==> src/rtl/seven_segment_scanner.sv <==
// rtl/seven_segment_scanner.sv - time-multiplexed multi-digit 7-segment driver
// Snapshots the input once per frame and scans digits with a dark window per slot.
module seven_segment_scanner #(
  parameter int N_DIGITS     = 4,
  parameter int REFRESH_DIV  = 50000,
  parameter int BLANK_CYCLES = 500
) (
  input  logic                  clk,
  input  logic                  reset,
  input  logic [4*N_DIGITS-1:0] number,
  input  logic [N_DIGITS-1:0]   dots,
  input  logic                  blank_zeros,
  output logic [6:0]            abcdefg,
  output logic                  dot,
  output logic [N_DIGITS-1:0]   digit_en,
  output logic                  frame_start
);

  localparam int PW = (REFRESH_DIV > 1) ? $clog2(REFRESH_DIV) : 1;
  localparam int IW = (N_DIGITS > 1) ? $clog2(N_DIGITS) : 1;
  localparam logic [PW-1:0] PRE_LAST = PW'(REFRESH_DIV - 1);
  localparam logic [PW-1:0] PRE_LIT  = PW'(BLANK_CYCLES);
  localparam logic [IW-1:0] IDX_LAST = IW'(N_DIGITS - 1);

  logic [PW-1:0]         pre_q, pre_d;
  logic [IW-1:0]         idx_q, idx_d;
  logic [4*N_DIGITS-1:0] num_q, num_d;
  logic [N_DIGITS-1:0]   dots_q, dots_d;
  logic                  bz_q, bz_d;
  logic [6:0]            seg_q, seg_d;
  logic                  dot_q, dot_d;
  logic [N_DIGITS-1:0]   en_q, en_d;
  logic                  fs_q, fs_d;

  logic [3:0]            nib [N_DIGITS];
  logic [N_DIGITS-1:0]   blank_vec;
  logic                  snap;
  logic                  lit;
  logic                  upper_zero;

  function automatic logic [6:0] glyph(input logic [3:0] v);
    case (v)
      4'h0:    glyph = 7'b1111110;
      4'h1:    glyph = 7'b0110000;
      4'h2:    glyph = 7'b1101101;
      4'h3:    glyph = 7'b1111001;
      4'h4:    glyph = 7'b0110011;
      4'h5:    glyph = 7'b1011011;
      4'h6:    glyph = 7'b1011111;
      4'h7:    glyph = 7'b1110000;
      4'h8:    glyph = 7'b1111111;
      4'h9:    glyph = 7'b1111011;
      4'hA:    glyph = 7'b1110111;
      4'hB:    glyph = 7'b0011111;
      4'hC:    glyph = 7'b1001110;
      4'hD:    glyph = 7'b0111101;
      4'hE:    glyph = 7'b1001111;
      default: glyph = 7'b1000111;
    endcase
  endfunction

  always_comb begin
    pre_d = (pre_q == PRE_LAST) ? '0 : pre_q + 1'b1;
    idx_d = idx_q;
    if (pre_q == PRE_LAST) begin
      idx_d = (idx_q == IDX_LAST) ? '0 : idx_q + 1'b1;
    end

    // The snapshot edge sits in slot 0's dark window, so no frame ever tears.
    snap   = (pre_q == '0) && (idx_q == '0);
    num_d  = snap ? number      : num_q;
    dots_d = snap ? dots        : dots_q;
    bz_d   = snap ? blank_zeros : bz_q;
  end

  // Walk from the most significant digit down; a digit blanks while everything above it is zero.
  always_comb begin
    upper_zero = 1'b1;
    blank_vec  = '0;
    for (int k = N_DIGITS - 1; k >= 0; k--) begin
      nib[k]       = num_q[4*k +: 4];
      upper_zero   = upper_zero && (nib[k] == 4'h0);
      blank_vec[k] = bz_q && upper_zero && (k != 0);
    end
  end

  always_comb begin
    lit   = (pre_q >= PRE_LIT);
    fs_d  = snap;
    seg_d = '0;
    dot_d = 1'b0;
    en_d  = '0;
    if (lit) begin
      en_d[idx_q] = 1'b1;
      dot_d       = dots_q[idx_q];
      seg_d       = blank_vec[idx_q] ? 7'b0000000 : glyph(nib[idx_q]);
    end
  end

  always_ff @(posedge clk) begin
    if (reset) begin
      pre_q  <= '0;
      idx_q  <= '0;
      num_q  <= '0;
      dots_q <= '0;
      bz_q   <= 1'b0;
      seg_q  <= '0;
      dot_q  <= 1'b0;
      en_q   <= '0;
      fs_q   <= 1'b0;
    end else begin
      pre_q  <= pre_d;
      idx_q  <= idx_d;
      num_q  <= num_d;
      dots_q <= dots_d;
      bz_q   <= bz_d;
      seg_q  <= seg_d;
      dot_q  <= dot_d;
      en_q   <= en_d;
      fs_q   <= fs_d;
    end
  end

  assign abcdefg     = seg_q;
  assign dot         = dot_q;
  assign digit_en    = en_q;
  assign frame_start = fs_q;

endmodule

==> config.mk <==
export PLATFORM = sky130hd
export DESIGN_NAME = seven_segment_scanner
export DESIGN_NICKNAME = d
export VERILOG_FILES = /design/src/rtl/seven_segment_scanner.sv
export SDC_FILE = /design/constraint.sdc
export NUM_CORES = 1
export LEC_CHECK = 0
export ABC_AREA = 1
export BUFFER_PORTS_ARGS = -buffer_cell sky130_fd_sc_hd__clkbuf_2
export CORE_MARGIN = 2
export CORE_UTILIZATION = 45
export CTS_CLUSTER_DIAMETER = 60
export DETAILED_ROUTE_END_ITERATION = 8
export PLACE_DENSITY = 0.72
export SYNTH_ARGS = -nofsm -noshare
export SYNTH_HDL_FRONTEND = slang
export SYNTH_SLANG_ARGS = --single-unit
export TNS_END_PERCENT = 100
==> constraint.sdc <==
create_clock -name clk -period 3 [get_ports clk]
set_input_delay 0.45 -clock clk [delete_from_list [all_inputs] [get_ports clk]]
set_output_delay 0.45 -clock clk [all_outputs]
set_load 0.02 [all_outputs]
==> impl_metrics.env <==
export IMPL_setup_tns_ps=0
export IMPL_grt_max_degree=44
export IMPL_place_congestion=0.8599
export IMPL_vias_per_cell=4.830
export IMPL_whs_path_depth=2
export IMPL_grtUsageMet1_pct=24.17
export IMPL_gr_usage_all_layers_pct=17.03
export IMPL_slew_violations=0
export IMPL_worstPathRequired_ps=3220
export IMPL_grt_pass1_vias=2208
export IMPL_final_nets=467
export IMPL_path_class="flip-flop to flip-flop"
export IMPL_synth_nets=438
export IMPL_postCtsHoldBufs=0
export IMPL_yosys_area_top_type="dfxtp_1"
export IMPL_rsz0062_at_grt="no"
export IMPL_ys_top_cells_by_count="91 x nand2_1, 70 x nor2_1, 52 x dfxtp_1"
export IMPL_firstDrtPassIters=4
export IMPL_ys_seq_area_share_pct=36.78
export IMPL_clock_sinks=52
export IMPL_cts_tree="done"
export IMPL_r2r_slack_ps=870
export IMPL_met2_usage_pct=25.66
export IMPL_synth_area_um2=2830
export IMPL_relSlewSlack_pct=46.43
export IMPL_fin_worst_skew_ps=4.156
export IMPL_p_leak_nw=1.375
export IMPL_clkSlewWorstSetupHoldPaths_ps=90
export IMPL_crit_path_end_kind="flip-flop"
export IMPL_antenna_left=0
export IMPL_fin_crit_ps=2129
export IMPL_p_per_area_nw_per_um2=459.7
export IMPL_async_flop_share_pct=0
export IMPL_routedWlPerCell_um=11.21
export IMPL_max_freq_mhz=469.6
export IMPL_cts_resized=0
export IMPL_dieArea_um2=6940
export IMPL_clock_path_buffers=2
export IMPL_fp_dieH_um=83.31
export IMPL_yosysTopAreaCellShare_pct=36.78
export IMPL_vias=2449
export IMPL_yosys_warnings=0
export IMPL_synth_seq_cells=52
export IMPL_fin_crit_sh_pct=70.98
export IMPL_worst_r2r_path_depth=9
export IMPL_hold_ws_ps=296.3
export IMPL_ys_top_cells_by_area="dfxtp_1 37%, nand2_1 12%, nor2_1 9.3%, a21oi_1 6.4%, ha_1 5.7%"
export IMPL_synth_edff_count=0
export IMPL_grt_pass1_wl_um=9956
export IMPL_core_area_um2=5991
export IMPL_syn_to_final_growth_pct=9.151
export IMPL_cts_root_buf="clkbuf_8"
export IMPL_cts_htree_levels=2
export IMPL_worstMarginPinSlew_ps=802.7
export IMPL_cts_buffers_inserted=5
export IMPL_num_rows=28
export IMPL_worstPathMaxFanout=18
export IMPL_gr_usage_met3_pct=3.877
export IMPL_drtIter0Drc=128
export IMPL_io_buffers=35
export IMPL_ioPinCount=36
export IMPL_final_core_util_pct=51.57
export IMPL_start_kind="flip-flop"
export IMPL_irDropWorstVdd_mv=0.2538
export IMPL_die_w_um=83.31
export IMPL_hold_path_class="primary input to flip-flop"
export IMPL_fillers=601
export IMPL_setup_violations=0
export IMPL_clk_latency_ps=310
export IMPL_drc=0
export IMPL_overflow=0
export IMPL_synthCells=402
export IMPL_synth_most_common_cell="nand2_1"
export IMPL_arrival_ps=2350
export IMPL_finalHoldViolCount=0
export IMPL_grt_busiest_layer="met2"
export IMPL_cts_setup_buffers=0
export IMPL_syn_avg_cell_area_um2=7.040
export IMPL_antenna_found_initial=0
export IMPL_outcome="finished clean"
export IMPL_drt_wl_total_um=5686
export IMPL_hpwl_um=4189
export IMPL_n_antenna_cell=0
export IMPL_yosys_most_used_dff="dfxtp_1"
export IMPL_max_cap_violations=0
export IMPL_drive_gt1_share_pct=14.58
export IMPL_initial_core_util_pct=47.24
export IMPL_ys_types=29
## power breakdown
part / internal [mW] / leakage [nW] / switching, mW
logic: 0.0917 / 0.899 / 0.142
registers: 0.730 / 0.425 / 0.0289
clock network: 0.189 / 0.0516 / 0.238
total: 1.01 / 1.38 / 0.409
## metal layers
metal | up-vias | share of wire [%]
li1 | 1335 | -
met1 | 1064 | 53
met2 | 44 | 42
met3 | 6 | 4.1
met4 | 0 | 1.3
met5 | - | 0
## layout by cell type (no fill, tap or decap), types with 4 or more instances in the layout
cell type	n
nand2_1	91
nor2_1	70
dfxtp_1	52
a21oi_1	36
inv_1	35
clkbuf_2	35
nand3_1	23
nand3b_1	21
ha_1	13
o21ai_0	9
nand4_1	6
clkbuf_8	6
nor2_4	5
nand2_2	4
nor3_1	4
## sequential cells by signal, indices dropped and copies added (netlist names)
| register | cells |
|---|---|
| num_q | 16 |
| pre_q | 16 |
| abcdefg | 7 |
| digit_en | 4 |
| dots_q | 4 |
| idx_q | 2 |
| bz_q | 1 |
| dot | 1 |
| frame_start | 1 |
## layout make-up
cell class              count  area [um2]  area share [%]
multi-input cells         297        1525           49.37
well taps                  75       93.84           3.038
inverters                  38       142.6           4.617
clock buffers               6       82.58           2.673
flip-flops and latches     52        1041           33.70
clock inverters             2       13.76          0.4455
repair buffers             37       190.2           6.156
## final timing paths
| check | from | to |
|---|---|---|
| setup reg to reg | idx_q[0] | abcdefg[3] |
| setup / recovery | idx_q[0] | abcdefg[3] |
| hold reg to reg | pre_q[0] | pre_q[0] |
| hold / removal | reset | frame_start |
## cells by family after synthesis
family          after synthesis  synth area share (%)
fa+ha+maj                    13                 5.747
compound gates               48                 8.709
xor+xnor                      4                 1.238
flops                        52                 36.78
buf+inv                      53                 9.328
simple gates                232                 38.20
## through the flow
step                      worst slack (ps)  std cells  total power [mW]  instance area, um2
final                                870.7        507             1.420                3089
after global routing                 636.2        507             1.501                3089
after CTS                            861.7        507             1.428                3089
after detailed placement             877.8        499             1.009                2993
after global placement               995.0        499             1.003                2993
after floorplan                       1190        402            0.9642                2830
## critical path, cell delays in order, from the launching register on
cell and delay (ps):
dfxtp_1 510, inv_2 280, nand2_1 80, a32oi_1 370
inv_1 170, ha_1 330, nand2_1 70, nand2_1 70
nor2_1 120, nor2_2 50
No activity file was read; power rests on OpenSTA's default activity.
